[src/rtl/a5_pkg.sv]
// Shared definitions for the A5-style image stream cipher sequencer:
// FSM state encoding, LFSR widths, feedback taps, clocking bits and
// keystream output bits of the three external LFSRs (a = 19, b = 22, c = 23).
package a5_pkg;

  typedef enum logic [3:0] {
    S_IDLE,
    S_CLEAR,
    S_KEY,
    S_FRAME,
    S_WARM,
    S_ACCEPT,
    S_BITS,
    S_OUT,
    S_DONE
  } state_e;

  localparam int W_A = 19;
  localparam int W_B = 22;
  localparam int W_C = 23;

  localparam int TAP_A0 = 13;
  localparam int TAP_A1 = 16;
  localparam int TAP_A2 = 17;
  localparam int TAP_A3 = 18;
  localparam int TAP_B0 = 20;
  localparam int TAP_B1 = 21;
  localparam int TAP_C0 = 7;
  localparam int TAP_C1 = 20;
  localparam int TAP_C2 = 21;
  localparam int TAP_C3 = 22;

  localparam int CLK_A = 8;
  localparam int CLK_B = 10;
  localparam int CLK_C = 10;

  localparam int OUT_A = 18;
  localparam int OUT_B = 21;
  localparam int OUT_C = 22;

endpackage

[src/rtl/a5_stream_ctrl_if.sv]
// Pixel-in / ciphertext-out valid/ready stream pair. The controller
// uses the slave view; the pixel source/sink uses the master view.
interface a5_stream_ctrl_if;
  logic       pix_valid;
  logic [7:0] pix_data;
  logic       pix_ready;
  logic       out_valid;
  logic [7:0] out_data;
  logic       out_ready;

  modport master (
    output pix_valid, pix_data, out_ready,
    input  pix_ready, out_valid, out_data
  );

  modport slave (
    input  pix_valid, pix_data, out_ready,
    output pix_ready, out_valid, out_data
  );
endinterface

[src/rtl/a5_clk_logic.sv]
// Pure combinational helper: feedback bits, majority vote, per-LFSR
// majority enables and the keystream bit, all from the current LFSR state.
module a5_clk_logic
  import a5_pkg::*;
(
  input  logic [W_A-1:0] so1,
  input  logic [W_B-1:0] so2,
  input  logic [W_C-1:0] so3,
  output logic           fa,
  output logic           fb,
  output logic           fc,
  output logic           maj,
  output logic [2:0]     en_maj,
  output logic           ks
);
  logic unused_bits;

  // Feedback, majority and keystream terms from the present state
  always_comb begin
    fa          = so1[TAP_A0] ^ so1[TAP_A1] ^ so1[TAP_A2] ^ so1[TAP_A3];
    fb          = so2[TAP_B0] ^ so2[TAP_B1];
    fc          = so3[TAP_C0] ^ so3[TAP_C1] ^ so3[TAP_C2] ^ so3[TAP_C3];
    maj         = (so1[CLK_A] & so2[CLK_B]) | (so1[CLK_A] & so3[CLK_C]) |
                  (so2[CLK_B] & so3[CLK_C]);
    en_maj      = {so3[CLK_C] == maj, so2[CLK_B] == maj, so1[CLK_A] == maj};
    ks          = so1[OUT_A] ^ so2[OUT_B] ^ so3[OUT_C];
    unused_bits = ^{so1, so2, so3};
  end
endmodule

[src/rtl/a5_stream_ctrl.sv]
// Sequencer for the three majority-clocked LFSRs: clear, key load, frame
// load, warm-up, then 8 keystream bits per pixel XORed into the output byte.
// Optional build macro A5_FRAME_AUTOINC_EN: the frame number is held
// internally, incremented after every frame, and the block re-keys itself.
// Parameters assume KEY_BITS >= 2 and FRAME_BITS >= 2.
module a5_stream_ctrl
  import a5_pkg::*;
#(
  parameter int FRAME_BYTES   = 65536,
  parameter int KEY_BITS      = 64,
  parameter int FRAME_BITS    = 22,
  parameter int WARMUP_CYCLES = 100
) (
  input  logic                  clk,
  input  logic                  rst,
  input  logic                  start,
  input  logic                  abort,
  input  logic [KEY_BITS-1:0]   secret_key,
  input  logic [FRAME_BITS-1:0] public_key,
  input  logic [W_A-1:0]        so1,
  input  logic [W_B-1:0]        so2,
  input  logic [W_C-1:0]        so3,
  output logic                  lfsr_rst,
  output logic [2:0]            en,
  output logic [2:0]            si,
  a5_stream_ctrl_if.slave       strm,
  output logic                  busy,
  output logic                  done
);
  localparam int CNT_MAX = (KEY_BITS > FRAME_BITS) ?
                           ((KEY_BITS > WARMUP_CYCLES) ? KEY_BITS : WARMUP_CYCLES) :
                           ((FRAME_BITS > WARMUP_CYCLES) ? FRAME_BITS : WARMUP_CYCLES);
  localparam int CW  = $clog2(CNT_MAX + 1);
  localparam int BW  = $clog2(FRAME_BYTES + 1);
  localparam int KIW = $clog2(KEY_BITS);
  localparam int FIW = $clog2(FRAME_BITS);

  localparam logic [CW-1:0] KEY_LAST   = CW'(KEY_BITS - 1);
  localparam logic [CW-1:0] FRAME_LAST = CW'(FRAME_BITS - 1);
  localparam logic [CW-1:0] WARM_LAST  = CW'(WARMUP_CYCLES - 1);
  localparam logic [BW-1:0] BYTE_LAST  = BW'(FRAME_BYTES - 1);

  state_e                state_q, state_d;
  logic [CW-1:0]         cnt_q, cnt_d;
  logic [2:0]            bcnt_q, bcnt_d;
  logic [BW-1:0]         byte_q, byte_d;
  logic [7:0]            pix_q, pix_d;
  logic [7:0]            ks_q, ks_d;
  logic [FRAME_BITS-1:0] frame_src;
  logic [KIW-1:0]        key_idx;
  logic [FIW-1:0]        frm_idx;
  logic                  fa, fb, fc, ks, unused_maj;
  logic [2:0]            en_maj;

`ifdef A5_FRAME_AUTOINC_EN
  logic [FRAME_BITS-1:0] frame_q, frame_d;
  assign frame_src = frame_q;
`else
  assign frame_src = public_key;
`endif

  a5_clk_logic u_clk_logic (
    .so1    (so1),
    .so2    (so2),
    .so3    (so3),
    .fa     (fa),
    .fb     (fb),
    .fc     (fc),
    .maj    (unused_maj),
    .en_maj (en_maj),
    .ks     (ks)
  );

  // Next state, counters and LFSR drive; abort overrides everything
  always_comb begin
    state_d  = state_q;
    cnt_d    = cnt_q;
    bcnt_d   = bcnt_q;
    byte_d   = byte_q;
    pix_d    = pix_q;
    ks_d     = ks_q;
`ifdef A5_FRAME_AUTOINC_EN
    frame_d  = frame_q;
`endif
    lfsr_rst = 1'b1;
    en       = 3'b000;
    si       = 3'b000;
    key_idx  = KIW'(KEY_BITS - 1) - KIW'(cnt_q);
    frm_idx  = FIW'(FRAME_BITS - 1) - FIW'(cnt_q);
    case (state_q)
      S_IDLE: begin
        if (start) begin
          state_d = S_CLEAR;
`ifdef A5_FRAME_AUTOINC_EN
          frame_d = public_key;
`endif
        end
      end
      S_CLEAR: begin
        lfsr_rst = 1'b0;
        cnt_d    = '0;
        bcnt_d   = '0;
        byte_d   = '0;
        state_d  = S_KEY;
      end
      S_KEY: begin
        en = 3'b111;
        si = {3{secret_key[key_idx]}} ^ {fc, fb, fa};
        if (cnt_q == KEY_LAST) begin
          cnt_d   = '0;
          state_d = S_FRAME;
        end else begin
          cnt_d = cnt_q + CW'(1);
        end
      end
      S_FRAME: begin
        en = 3'b111;
        si = {3{frame_src[frm_idx]}} ^ {fc, fb, fa};
        if (cnt_q == FRAME_LAST) begin
          cnt_d   = '0;
          state_d = S_WARM;
        end else begin
          cnt_d = cnt_q + CW'(1);
        end
      end
      S_WARM: begin
        en = en_maj;
        si = {fc, fb, fa};
        if (cnt_q == WARM_LAST) begin
          cnt_d   = '0;
          state_d = S_ACCEPT;
        end else begin
          cnt_d = cnt_q + CW'(1);
        end
      end
      S_ACCEPT: begin
        if (strm.pix_valid) begin
          pix_d   = strm.pix_data;
          bcnt_d  = '0;
          state_d = S_BITS;
        end
      end
      S_BITS: begin
        en           = en_maj;
        si           = {fc, fb, fa};
        ks_d[bcnt_q] = ks;
        bcnt_d       = bcnt_q + 3'd1;
        if (bcnt_q == 3'd7) state_d = S_OUT;
      end
      S_OUT: begin
        if (strm.out_ready) begin
          if (byte_q == BYTE_LAST) begin
            state_d = S_DONE;
          end else begin
            byte_d  = byte_q + BW'(1);
            state_d = S_ACCEPT;
          end
        end
      end
      S_DONE: begin
`ifdef A5_FRAME_AUTOINC_EN
        frame_d = frame_q + FRAME_BITS'(1);
        state_d = S_CLEAR;
`else
        state_d = S_IDLE;
`endif
      end
      default: state_d = S_IDLE;
    endcase
    if (abort) begin
      state_d = S_IDLE;
      cnt_d   = '0;
      bcnt_d  = '0;
      byte_d  = '0;
    end
  end

  // Control state: FSM and counters, cleared by the asynchronous reset
  always_ff @(posedge clk or negedge rst) begin
    if (!rst) begin
      state_q <= S_IDLE;
      cnt_q   <= '0;
      bcnt_q  <= '0;
      byte_q  <= '0;
    end else begin
      state_q <= state_d;
      cnt_q   <= cnt_d;
      bcnt_q  <= bcnt_d;
      byte_q  <= byte_d;
    end
  end

  // Datapath registers: always rewritten before use, so no reset needed
  always_ff @(posedge clk) begin
    pix_q   <= pix_d;
    ks_q    <= ks_d;
`ifdef A5_FRAME_AUTOINC_EN
    frame_q <= frame_d;
`endif
  end

  assign strm.pix_ready = (state_q == S_ACCEPT);
  assign strm.out_valid = (state_q == S_OUT);
  assign strm.out_data  = (state_q == S_OUT) ? (pix_q ^ ks_q) : 8'h00;
  assign busy           = (state_q != S_IDLE);
  assign done           = (state_q == S_DONE);
endmodule

[src/flat_wrapper.sv]
// flat-port wrapper written by rule: the top's interface ports become plain ports
module a5_stream_ctrl_flat import a5_pkg::*;
#(
  parameter int FRAME_BYTES   = 65536,
  parameter int KEY_BITS      = 64,
  parameter int FRAME_BITS    = 22,
  parameter int WARMUP_CYCLES = 100
)
  (clk, rst, start, abort, secret_key, public_key, so1, so2, so3, lfsr_rst, en, si, busy, done, strm_pix_valid, strm_pix_data, strm_out_ready, strm_pix_ready, strm_out_valid, strm_out_data);
  a5_stream_ctrl_if strm_i ();
  input  logic clk;
  input  logic rst;
  input  logic start;
  input  logic abort;
  input  logic [KEY_BITS-1:0] secret_key;
  input  logic [FRAME_BITS-1:0] public_key;
  input  logic [W_A-1:0] so1;
  input  logic [W_B-1:0] so2;
  input  logic [W_C-1:0] so3;
  output logic lfsr_rst;
  output logic [2:0] en;
  output logic [2:0] si;
  output logic busy;
  output logic done;
  input wire logic [$bits(strm_i.pix_valid)-1:0] strm_pix_valid;
  input wire logic [$bits(strm_i.pix_data)-1:0] strm_pix_data;
  input wire logic [$bits(strm_i.out_ready)-1:0] strm_out_ready;
  output wire logic [$bits(strm_i.pix_ready)-1:0] strm_pix_ready;
  output wire logic [$bits(strm_i.out_valid)-1:0] strm_out_valid;
  output wire logic [$bits(strm_i.out_data)-1:0] strm_out_data;
  assign strm_i.pix_valid = strm_pix_valid;
  assign strm_i.pix_data = strm_pix_data;
  assign strm_i.out_ready = strm_out_ready;
  assign strm_pix_ready = strm_i.pix_ready;
  assign strm_out_valid = strm_i.out_valid;
  assign strm_out_data = strm_i.out_data;
  a5_stream_ctrl #(.FRAME_BYTES(FRAME_BYTES), .KEY_BITS(KEY_BITS), .FRAME_BITS(FRAME_BITS), .WARMUP_CYCLES(WARMUP_CYCLES)) u_core (.clk(clk), .rst(rst), .start(start), .abort(abort), .secret_key(secret_key), .public_key(public_key), .so1(so1), .so2(so2), .so3(so3), .lfsr_rst(lfsr_rst), .en(en), .si(si), .strm(strm_i), .busy(busy), .done(done));
endmodule
[config.mk]
export PLATFORM = sky130hd
export DESIGN_NAME = a5_stream_ctrl_flat
export DESIGN_NICKNAME = d
export VERILOG_FILES = /design/src/rtl/a5_pkg.sv /design/src/rtl/a5_stream_ctrl_if.sv /design/src/rtl/a5_clk_logic.sv /design/src/rtl/a5_stream_ctrl.sv /design/src/flat_wrapper.sv
export SDC_FILE = /design/constraint.sdc
export NUM_CORES = 1
export LEC_CHECK = 0
export CORE_MARGIN = 2
export CORE_UTILIZATION = 44
export CTS_BUF_LIST = sky130_fd_sc_hd__clkbuf_8 sky130_fd_sc_hd__clkbuf_16
export DETAILED_ROUTE_END_ITERATION = 8
export PLACE_DENSITY = 0.93
export SYNTH_ARGS = -nofsm -noshare
export SYNTH_HDL_FRONTEND = slang
export SYNTH_SLANG_ARGS = --single-unit
[constraint.sdc]
create_clock -name clk -period 7.5 [get_ports clk]
set_input_delay 1.125 -clock clk [delete_from_list [all_inputs] [get_ports clk]]
set_output_delay 1.125 -clock clk [all_outputs]
set_load 0.02 [all_outputs]
==> impl_metrics.ini <==
[clock_tree]
clockBufferDepth = 2
hold_buffers = 0
clk_pin_slew_ns = 0.09
post_cts_resized = 0
cts_sinks = 47
post_cts_buffers = 0
cts_htree_levels = 2
cts_root_buf = clkbuf_8
cts_tree = built
cts_buffers = 5
clock_latency_ns = 0.30

[global_routing]
grt_pass1_wl_microns = 15400
grt-ovfl-total = 0
grt_max_degree = 32
grt_pass1_vias = 3283
antenna_found_initial = 0
grtUsageTotal_pct = 21.6

[yosys]
synth_area_per_cell_sq_um = 9.70
synth_ff_type = dfrtp_1
seq_area_frac_synth_pct = 34.5
synth_seq_cells = 47
synth_cell_types = 56
synth_edf_count = 16
async_flop_share_pct = 66.0
yosysTopAreaCell = dfrtp_1
synth_cells = 375
syn-num-nets = 547
synth_warnings = 0
synth.top_cell.area_share_pct = 21.3
syn_area_sq_um = 3640
yosys-top-cells-area = dfrtp_1 21%, edfxtp_1 13%, mux4_2 6.8%

[sta]
fmax_mhz = 193
rsz0062_at_grt = false
worst_pin_slew_ns = 1.17
drv_slew = 0
hold_viol_final = 0
setup_viol = 0
fin_skew_ns = 0.0192
maxSlewHeadroom_pct = 22.3
fin_hold_ws_ns = 0.479
fin_crit_ns = 5.18
min_period_over_period_pct = 69.1
fin_setup_tns_ns = 0

[detailed_routing]
route.detailed.drc = 0
vias = 3294
routedWlPerCell_microns = 16.1
ant_nets = 0
vias_per_cell = 5.53
finalWirelength_microns = 9590
dr.pass1.iters = 5
drt_iter0_drc = 225

[flow_run]
cap_violations = 0

[power]
swShare_pct = 34.4
switchingPower_w = 0.000295
p_int_w = 0.000563
p_comb_share_pct = 41.7
pwr-share-seq_pct = 36.1
power.density_nw_per_um2 = 169
peakVddDrop_mv = 0.101
p_leak_nw = 1.91
clkPwrFrac_pct = 22.1

[layout]
antenna_cells = 0
fill_cells = 634
fin_cells = 596
syn2layout_area_growth_pct = 39.9
post-route-util_pct = 62.5
drive_gt1_share_pct = 6.92
nets = 662

[placed_design]
port_buffers = 131
dp_hpwl_microns = 7700
gp_congestion = 0.876
placed_cells = 588

[floorplanning]
rows = 33
io_pins = 183
dieArea_sq_um = 9010
die_x_microns = 94.9
start_util_pct = 44.7
core-area_sq_um = 8130
die_y_microns = 94.9

[setup_path]
cp.arrival_ns = 4.06
cp-end-kind = primary output
crit_type = register to primary output
regToRegSetupSlack_ns = 4.53
cp_max_fo = 29
crit_path_start_kind = register
required_ns = 6.38

[status]
status = finished, final reports clean

[worst_hold_path]
hold_path.class = register to register
## cell type report
cell class	count	area, sq um	area share, %
Timing Repair Buffer	132	1320	25.9
Clock buffer	5	68.8	1.35
Sequential cell	47	1260	24.7
Multi-Input combinational cell	294	2230	43.8
Inverter	10	37.5	0.738
Clock inverter	3	46.3	0.910
Tap cell	105	131	2.58
## logic make-up after synthesis
kind of cell | share of synthesized area (%)
adder cells (fa/ha/maj) | 2.75
XOR/XNOR | 6.50
buffers and inverters | 4.20
AO/OA/AOI/OAI | 13.6
AND/OR/NAND/NOR | 21.3
flip-flops | 34.5
multiplexers | 17.2
## sequential cells by signal, indices dropped and copies added (netlist names)
signal          count
u_core.bcnt_q       3
u_core.ks_q         8
u_core.byte_q      17
u_core.cnt_q        7
u_core.pix_q        8
u_core.state_q      4
## cells in the mapped netlist, drive strengths merged, types with 2 or more instances
cell type	n
a211o	4
a21oi	8
a22o	3
a311oi	2
a31oi	3
and2	4
and3	9
buf	9
clkbuf	15
dfrtp	31
edfxtp	16
ha	8
inv	10
mux2	6
mux2i	7
mux4	20
nand2	31
nand2b	9
nand3	18
nor2	45
nor2b	4
nor3	14
nor3b	2
nor4	2
nor4b	4
o21ai	24
o21bai	2
o221a	2
o221ai	2
o22a	3
o22ai	4
o2bb2ai	2
o31ai	2
or2	5
or3	6
xnor2	23
xor2	4
## path summary, 6_finish.rpt
kind                                     to  depth (start not counted)              from
max                                   si[0]                          7   u_core.cnt_q[1]
min                        u_core.byte_q[8]                          1  u_core.byte_q[8]
max reg2reg                 u_core.cnt_q[5]                          7   u_core.cnt_q[1]
min reg2reg                u_core.byte_q[8]                          1  u_core.byte_q[8]
max in group asynchronous   u_core.cnt_q[1]                          2               rst
min in group asynchronous  u_core.byte_q[9]                          2               rst
## layer usage
layer,share of wire [%],vias to the layer above,wire length [microns],global-route usage (%)
met4,1.6,0,156,4.83
met2,55,94,5320,42.0
met1,38,1567,3640,24.7
met5,0,-,0,0
met3,5.0,14,477,3.51
li1,-,1619,-,-
## layout by cell type (no fill, tap or decap), types with 4 or more instances in the layout
master             n
a211o_1            4
a21oi_1            8
and2_1             4
and3_1             9
clkbuf_8           5
clkdlybuf4s50_1  131
dfrtp_1           31
edfxtp_1          16
ha_1               8
inv_1             10
mux2_2             5
mux2i_1            7
mux4_1             9
mux4_2            11
nand2_1           31
nand2b_1           9
nand3_1           18
nor2_1            45
nor2b_1            4
nor3_1            14
nor4b_1            4
o21ai_0           24
o22ai_1            4
or2_2              4
or3_1              6
xnor2_1           23
xor2_1             4
## metrics by stage
stage	power, W	setup slack [ns]	cell area (sq um)
finish	0.000858	2.32	5090
global route	0.000906	2.13	5090
CTS	0.000860	2.30	5090
detailed placement	0.000671	2.37	4970
global placement	0.000663	2.42	4970
floorplan	0.000522	3.40	3640
## worst max-delay path: stages (launching register included)
cell and delay [ns]:
dfrtp_1 1.12, mux4_1 0.68, mux2_2 0.30, o221a_4 0.27, a2111oi_4 0.49, nor4b_1 0.12, a211o_1 0.24, clkdlybuf4s50_1 0.54
## power by group through the flow
stage / combinational, W / sequential, W / clock, W
after CTS: 0.000358 / 0.000309 / 0.000192
after floorplan: 0.000232 / 0.000290 / 0
after global routing: 0.000391 / 0.000314 / 0.000200
final: 0.000358 / 0.000310 / 0.000190
after global placement: 0.000349 / 0.000313 / 0
after detailed placement: 0.000357 / 0.000314 / 0
(Power assumes the default switching activity.)
